### config.mk
export PLATFORM = sky130hd
export DESIGN_NAME = hermes_local_injector
export DESIGN_NICKNAME = d
export VERILOG_FILES = /design/src/rtl/hermes_local_injector.sv
export SDC_FILE = /design/constraint.sdc
export NUM_CORES = 1
export LEC_CHECK = 0
export CAP_MARGIN = 20
export CORE_AREA = 2 2 305 307
export CTS_CLUSTER_DIAMETER = 40
export DETAILED_ROUTE_END_ITERATION = 12
export DIE_AREA = 0 0 307 309
export HOLD_SLACK_MARGIN = 0.06
export PLACE_DENSITY = 0.45
export SETUP_SLACK_MARGIN = 0.2
export SLEW_MARGIN = 40
export SYNTH_ARGS = -nofsm -noshare
export SYNTH_HDL_FRONTEND = slang
export SYNTH_SLANG_ARGS = --single-unit
export TNS_END_PERCENT = 50
### constraint.sdc
create_clock -name clock -period 3.1 [get_ports clock]
set_input_delay 0.93 -clock clock [delete_from_list [all_inputs] [get_ports clock]]
set_output_delay 0.93 -clock clock [all_outputs]
set_load 0.05 [all_outputs]
### src/rtl/hermes_local_injector.sv
// hermes_local_injector: host-side payload FIFO plus packet sequencer feeding
// a Hermes router LOCAL input port (header flit, size flit, payload flits).
// Optional build macro: HERMES_INJ_CHECKSUM_EN appends an XOR checksum flit
// and makes the size flit count it. The port list is identical in both builds.
module hermes_local_injector #(
    parameter int unsigned FLIT_W = 32,
    parameter int unsigned DEPTH  = 16,
    parameter int unsigned LEN_W  = $clog2(DEPTH) + 1
) (
    input  logic              clock,
    input  logic              reset,
    input  logic              wr_en,
    input  logic [FLIT_W-1:0] wr_data,
    output logic              fifo_full,
    output logic [LEN_W-1:0]  fifo_count,
    input  logic              send,
    input  logic [15:0]       target_xy,
    input  logic [LEN_W-1:0]  length,
    output logic              busy,
    output logic              done,
    output logic              err,
    output logic              tx,
    output logic [FLIT_W-1:0] data_out,
    input  logic              credit_i
);

    localparam int unsigned PTR_W = $clog2(DEPTH);

    typedef enum logic [2:0] {
        StIdle,
        StHeader,
        StSize,
        StPayload,
`ifdef HERMES_INJ_CHECKSUM_EN
        StCsum,
`endif
        StDone
    } state_e;

    state_e             state_q, state_d;
    logic [FLIT_W-1:0]  mem [DEPTH];
    logic [PTR_W-1:0]   wr_ptr_q, rd_ptr_q;
    logic [LEN_W-1:0]   count_q, count_d;
    logic               full_q;
    logic [15:0]        tgt_q, tgt_d;
    logic [LEN_W-1:0]   rem_q, rem_d;
    logic [FLIT_W-1:0]  last_q;
    logic [FLIT_W-1:0]  flit;
    logic               err_q, err_d;
    logic               push, pop;
`ifdef HERMES_INJ_CHECKSUM_EN
    logic [FLIT_W-1:0]  csum_q, csum_d;
`endif

    // full is the registered flag, so a push while full is dropped even if a pop coincides
    assign push       = wr_en && !full_q;
    assign pop        = (state_q == StPayload) && credit_i;
    assign fifo_full  = full_q;
    assign fifo_count = count_q;
    assign err        = err_q;
    assign data_out   = flit;

    // Payload storage; contents are discarded on reset by clearing the pointers
    always_ff @(posedge clock) begin
        if (push) begin
            mem[wr_ptr_q] <= wr_data;
        end
    end

    // Occupancy next-state: simultaneous push and pop leave the count unchanged
    always_comb begin
        count_d = count_q;
        if (push && !pop) begin
            count_d = count_q + LEN_W'(1);
        end else if (!push && pop) begin
            count_d = count_q - LEN_W'(1);
        end
    end

    // FIFO pointers, count and full flag; pointers wrap naturally at DEPTH
    always_ff @(posedge clock or negedge reset) begin
        if (!reset) begin
            wr_ptr_q <= '0;
            rd_ptr_q <= '0;
            count_q  <= '0;
            full_q   <= 1'b0;
        end else begin
            if (push) begin
                wr_ptr_q <= wr_ptr_q + PTR_W'(1);
            end
            if (pop) begin
                rd_ptr_q <= rd_ptr_q + PTR_W'(1);
            end
            count_q <= count_d;
            full_q  <= (count_d == LEN_W'(DEPTH));
        end
    end

    // Packet sequencer: next state, latched request fields and flit outputs
    always_comb begin
        state_d = state_q;
        tgt_d   = tgt_q;
        rem_d   = rem_q;
        err_d   = 1'b0;
        tx      = 1'b0;
        busy    = 1'b0;
        done    = 1'b0;
        flit    = last_q;
`ifdef HERMES_INJ_CHECKSUM_EN
        csum_d  = csum_q;
`endif
        unique case (state_q)
            StIdle: begin
                if (send) begin
                    if ((length != '0) && (length <= count_q)) begin
                        state_d = StHeader;
                        tgt_d   = target_xy;
                        rem_d   = length;
`ifdef HERMES_INJ_CHECKSUM_EN
                        csum_d  = '0;
`endif
                    end else begin
                        err_d = 1'b1;
                    end
                end
            end
            StHeader: begin
                tx   = 1'b1;
                busy = 1'b1;
                flit = FLIT_W'(tgt_q);
                if (credit_i) begin
                    state_d = StSize;
                end
            end
            StSize: begin
                tx   = 1'b1;
                busy = 1'b1;
`ifdef HERMES_INJ_CHECKSUM_EN
                flit = FLIT_W'(rem_q) + FLIT_W'(1);
`else
                flit = FLIT_W'(rem_q);
`endif
                if (credit_i) begin
                    state_d = StPayload;
                end
            end
            StPayload: begin
                tx   = 1'b1;
                busy = 1'b1;
                flit = mem[rd_ptr_q];
                if (credit_i) begin
                    rem_d = rem_q - LEN_W'(1);
`ifdef HERMES_INJ_CHECKSUM_EN
                    csum_d = csum_q ^ mem[rd_ptr_q];
                    if (rem_q == LEN_W'(1)) begin
                        state_d = StCsum;
                    end
`else
                    if (rem_q == LEN_W'(1)) begin
                        state_d = StDone;
                    end
`endif
                end
            end
`ifdef HERMES_INJ_CHECKSUM_EN
            StCsum: begin
                tx   = 1'b1;
                busy = 1'b1;
                flit = csum_q;
                if (credit_i) begin
                    state_d = StDone;
                end
            end
`endif
            StDone: begin
                done    = 1'b1;
                state_d = StIdle;
            end
            default: begin
                state_d = StIdle;
            end
        endcase
    end

    // Sequencer state; last_q keeps data_out stable while tx is low
    always_ff @(posedge clock or negedge reset) begin
        if (!reset) begin
            state_q <= StIdle;
            tgt_q   <= '0;
            rem_q   <= '0;
            last_q  <= '0;
            err_q   <= 1'b0;
        end else begin
            state_q <= state_d;
            tgt_q   <= tgt_d;
            rem_q   <= rem_d;
            last_q  <= flit;
            err_q   <= err_d;
        end
    end

`ifdef HERMES_INJ_CHECKSUM_EN
    // Running XOR of the payload words of the packet in flight
    always_ff @(posedge clock or negedge reset) begin
        if (!reset) begin
            csum_q <= '0;
        end else begin
            csum_q <= csum_d;
        end
    end
`endif

endmodule

## After elaboration in Yosys (flattened, before gate mapping)

Memory sizes are Yosys's and may differ from the RTL's.
Index checks and enable logic that the tools add are counted.

- Eq/ne operators: 12
- Muxes and demuxes: 21
- Reductions and logical operators: 15
- $add $sub $neg: 5
- $lt $le $gt $ge: 1

Operators by type and width:

| cell | number |
|---|---|
| one-hot mux 32 bit (3 select lines) | 1 |
| 2-to-1 mux 5 bit | 5 |
| 2-to-1 mux 3 bit | 6 |
| one-hot mux 3 bit (4 select lines) | 1 |
| != test 2 bit, second input constant | 5 |
| one-hot mux 5 bit (2 select lines) | 1 |
| subtractor 5 x 1 -> 5 bit, second input constant | 2 |
| adder 4 x 1 -> 4 bit, second input constant | 2 |
| 2-to-1 mux 1 bit | 7 |
| == test 3 x 2 -> 1 bit, second input constant | 2 |
| AND reduction 6 bit | 1 |
| adder 5 x 1 -> 5 bit, second input constant | 1 |
| == test 5 x 1 -> 1 bit, second input constant | 1 |
| == test 5 bit, second input constant | 1 |
| less-or-equal comparator 5 bit | 1 |
| logical AND 1 bit | 5 |
| nonzero test 5 bit | 1 |
| AND reduction 4 bit | 1 |
| == test 3 x 1 -> 1 bit, second input constant | 1 |
| == test 3 bit, second input constant | 1 |
| logical NOT 1 bit | 3 |
| logical NOT 3 bit | 1 |
| AND reduction 3 bit | 1 |
| OR reduction 3 bit | 1 |
| 2 further kinds | 2 |

- Memories: 1
- Input port bits: 58
- RAM bits: 512
- Register bits: 71

Memories:

| memory | words | width | read ports | clocked after memory_dff | wr ports | RTL line | source |
|---|---|---|---|---|---|---|---|
| mem | 16 | 32 | 1 | 0 | 1 | 41 | `logic [FLIT_W-1:0] mem [DEPTH];` |

## Depth between registers and ports, before layout

- Depth after elaboration: 7
- Depth in mapped cells: 9
- Gate-level depth less buffers: 7

## Worst setup path after synthesis

OpenSTA, ideal clock, no wires.

- Path kind: reg2out
- From: register state_q[0]
- To: output port data_out[0]
- Stages on the path, launching flop included: 8
- Data required time: 2170 ps
- Setup slack: -228 ps
- Arrival: 2398 ps
- Buffers on the path: 2
- Cells stage by stage: dfrtp_1 -> clkbuf_1 -> nor2_1 -> or2_2 -> clkbuf_1 -> inv_1 -> o22ai_1 -> nor2_1

- Longest elaborated chain between the ends: 2

Ends and longest elaborated chain:

| item | RTL line | source |
|---|---|---|
| start, declared | 40 | `state_e state_q, state_d;` |
| start signal, assigned | 188 | `state_q <= StIdle;` |
| start signal, assigned | 194 | `state_q <= state_d;` |
| == test 3 x 2 -> 1 bit / == test 3 x 1 -> 1 bit (equally long branches) | 112 | `unique case (state_q)` |
| one-hot mux 32 bit (3 select lines) * | 112 |  |
| end, declared | 23 | `output logic [FLIT_W-1:0] data_out,` |

Every way passes the cells marked *; elsewhere a longest branch is shown, timed or not.

## Final worst setup path

- From: register rd_ptr_q[0]
- To: output port data_out[17]

- Longest elaborated chain between the ends: 2

Ends and longest elaborated chain:

| item | RTL line | source |
|---|---|---|
| start, declared | 42 | `logic [PTR_W-1:0] wr_ptr_q, rd_ptr_q;` |
| start signal, assigned | 92 | `rd_ptr_q <= rd_ptr_q + PTR_W'(1);` |
| memory (16 x 32 bit) | -- |  |
| one-hot mux 32 bit (3 select lines) | 112 |  |

No other way between the ends.

==> results.py <==
metrics = {
    "worst_setup_path": {
        "cp-startpoint": "rd_ptr_q[0]",
        "crit_top_cell": "buf_12",
        "critPathArrivalTime_ps": 2920,
        "cp_cell_sequence": "buf_12, buf_12, mux4_2, mux4_2, a22o_4, buf_12",
        "critPathLaunchType": "register",
        "critical_path.max_stage_delay_ps": 530,
        "crit_buf_inv": 3,
        "cp_slowest_cell": "mux4_2",
        "cp.required_ps": 2170,
        "cp_top_family": "multiplexers",
        "path_max_fanout": 9,
        "r2r_start": "rd_ptr_q[0]",
        "crit_type": "reg2out",
        "end_kind": "primary output",
    },
    "cells_and_area": {
        "layout_commonest_cell": "edfxtp_1",
        "area_growth_pct": 33.8,
        "drive_gt1_frac": 0.377,
        "n_antenna_cell": 0,
        "final_cell_mix": "512 x edfxtp_1, 139 x mux4_2, 93 x clkbuf_16",
        "final_net_count": 1421,
    },
    "drt": {
        "drc": 0,
        "ant_nets": 0,
        "wl_per_cell_um": 23.0,
        "dr_total_vias": 11600,
        "wirelength_um": 60200,
        "first_iter_violations": 911,
        "via_per_inst": 4.45,
        "drt_pre_antenna_iters": 5,
    },
    "sta": {
        "drv_slew": 0,
        "fmax_mhz": 259,
        "setup_viol": 32,
        "worst_slack_ps": -755,
        "fin_crit_sh": 1.24,
        "worstMarginPinSlew_ps": 761,
        "finClkSkew_ps": 25.9,
        "hold_violations": 0,
        "grt_setup_unrepaired": "true",
        "max-slew-margin-rel": 0.492,
        "period_minus_slack_ps": 3850,
    },
    "floorplan": {
        "die_area_sq_mm": 0.0949,
        "start_util": 0.248,
        "die_w_um": 307,
        "coreArea_sq_mm": 0.0914,
        "die_h_um": 309,
        "rows": 111,
        "io_pins": 100,
    },
    "cts": {
        "cts_tree": "done",
        "cts_sinks": 583,
        "cts_made_buffers": 90,
        "clk_pin_slew_ps": 50,
        "cts_hold_buf": 0,
        "h-tree-depth": 3,
        "clock-root-buffer": "clkbuf_16",
        "clkLatencyLatePin_ps": 640,
        "cts_buffer_depth": 3,
    },
    "worst_hold_path": {
        "min_path_type": "in2async",
    },
    "synth": {
        "ys_types": 52,
        "synth_seq_cells": 583,
        "synth_edf_count": 512,
        "syn_inst": 1081,
        "synthesis.nets": 1153,
        "synthFlopType": "edfxtp_1",
        "synth_area_per_cell_sq_um": 21.0,
        "syn_area_sq_mm": 0.0227,
        "yosysWarnings": 0,
        "synthArstFlopShare": 0.122,
        "yosysSeqAreaShare": 0.756,
    },
    "grt": {
        "overflow": 0,
        "first_global_vias": 12700,
        "grt_use_total": 0.129,
        "grt_max_degree": 34,
        "grt_pass1_wl_um": 88400,
        "antenna_found_initial": 4,
    },
    "pwr": {
        "total_power_w": 0.0323,
        "p_leak_nw": 10.3,
        "ir_drop_uv": 581,
        "powerDensity_mw_per_mm2": 1060,
    },
    "place": {
        "hpwl_um": 36700,
        "portBuffers": 99,
        "preCtsSetupSlack_ps": -368,
        "gp_congestion": 0.727,
    },
    "job": {
        "maxCapViolCount": 0,
    },
    "run_status": {
        "violations": "negative setup slack",
        "status": "finished, violations left",
    },
}
[through the flow]
step	utilization	setup TNS (ps)	cells	hold slack (ps)	cell area, sq um
finish	0.332	-20710	2613	340	30400
global route	0.332	-23930	2613	361	30400
CTS	0.331	-22850	2611	327	30300
global placement	0.292	-7280	2433	473	26600
detailed placement	0.292	-7090	2433	469	26600
floorplan	-	0	1081	458	22900
[cells by family (layout without fill, tap and decap cells)]
family                     after synthesis  in the layout  share of synthesized area
AOI/OAI and AO/OA                      115            115                     0.0368
xor gates and xnor gates                10             10                    0.00386
adders and majority gates               14             14                    0.00772
buffers and inverters                   75            421                     0.0157
DFF                                    583            583                      0.756
muxes                                  170            170                      0.153
and+or+nand+nor                        114            114                     0.0275
[flip-flops by register name (all words and copies together) (netlist names)]
signal / cells
err: 1
fifo_count: 5
fifo_full: 1
last_q: 32
mem: 512
rd_ptr_q: 4
rem_q: 5
state_q: 3
tgt_q: 16
wr_ptr_q: 4
[worst paths after layout]
path	end	slack, ps	depth (start not counted)
setup reg to reg	last_q[26]	840	5
hold / removal	fifo_count[2]	340	1
max in group asynchronous	state_q[2]	1870	2
min in group clock	last_q[6]	490	2
hold reg to reg	last_q[6]	490	2
setup / recovery	data_out[17]	-750	6
[timing repair]
action / CTS / global route
pin swaps: 16 / 4
cloned: 2 / 1
resized for setup: 54 / 7
buffers inserted: 6 / 1
setup endpoints to repair: 36 / 34
[cells in the mapped netlist, types with 3 or more instances]
cell type	number	area, sq um
a21oi_1	11	55.1
a221oi_1	12	105
a22o_1	27	236
a311oi_1	5	43.8
a31oi_1	3	18.8
a32oi_1	12	105
and2_1	20	125
and3_1	6	37.5
buf_1	3	11.3
buf_2	11	55.1
buf_4	4	30.0
buf_6	6	67.6
clkbuf_1	33	124
dfrtp_1	71	1780
edfxtp_1	512	15400
ha_1	14	175
inv_1	18	67.6
mux2_1	16	180
mux2i_1	15	150
mux4_2	139	3130
nand2_1	15	56.3
nand2b_1	3	18.8
nand3_1	11	55.1
nor2_1	26	97.6
nor2b_1	8	50.1
nor3_1	8	40.0
o211ai_1	3	22.5
o21a_1	3	22.5
o21ai_0	10	50.1
o21ai_1	15	75.1
o22ai_1	6	37.5
xnor2_1	10	87.6
[routing by layer]
metal | up-vias | track usage | wire [um]
li1 | 5096 | - | -
met1 | 6181 | 0.175 | 27500
met2 | 260 | 0.210 | 28900
met3 | 86 | 0.0240 | 2540
met4 | 2 | 0.0381 | 1170
met5 | - | 0 | 12
[where the power goes]
part           total [W]  internal, W  switching [W]
Combinational     0.0115      0.00542        0.00605
Clock             0.0107      0.00688        0.00382
Sequential        0.0101      0.00969       0.000412
Total             0.0323       0.0220         0.0103
[layout make-up]
class | count | area (sq um)
fillers | 8663 | 61000
flip-flops and latches | 583 | 17200
multi-input cells | 423 | 5510
repair buffers | 233 | 2880
clock buffers | 103 | 2380
well taps | 1186 | 1480
clock inverters | 67 | 875
inverters | 18 | 71.3
(Power assumes the default switching activity.)
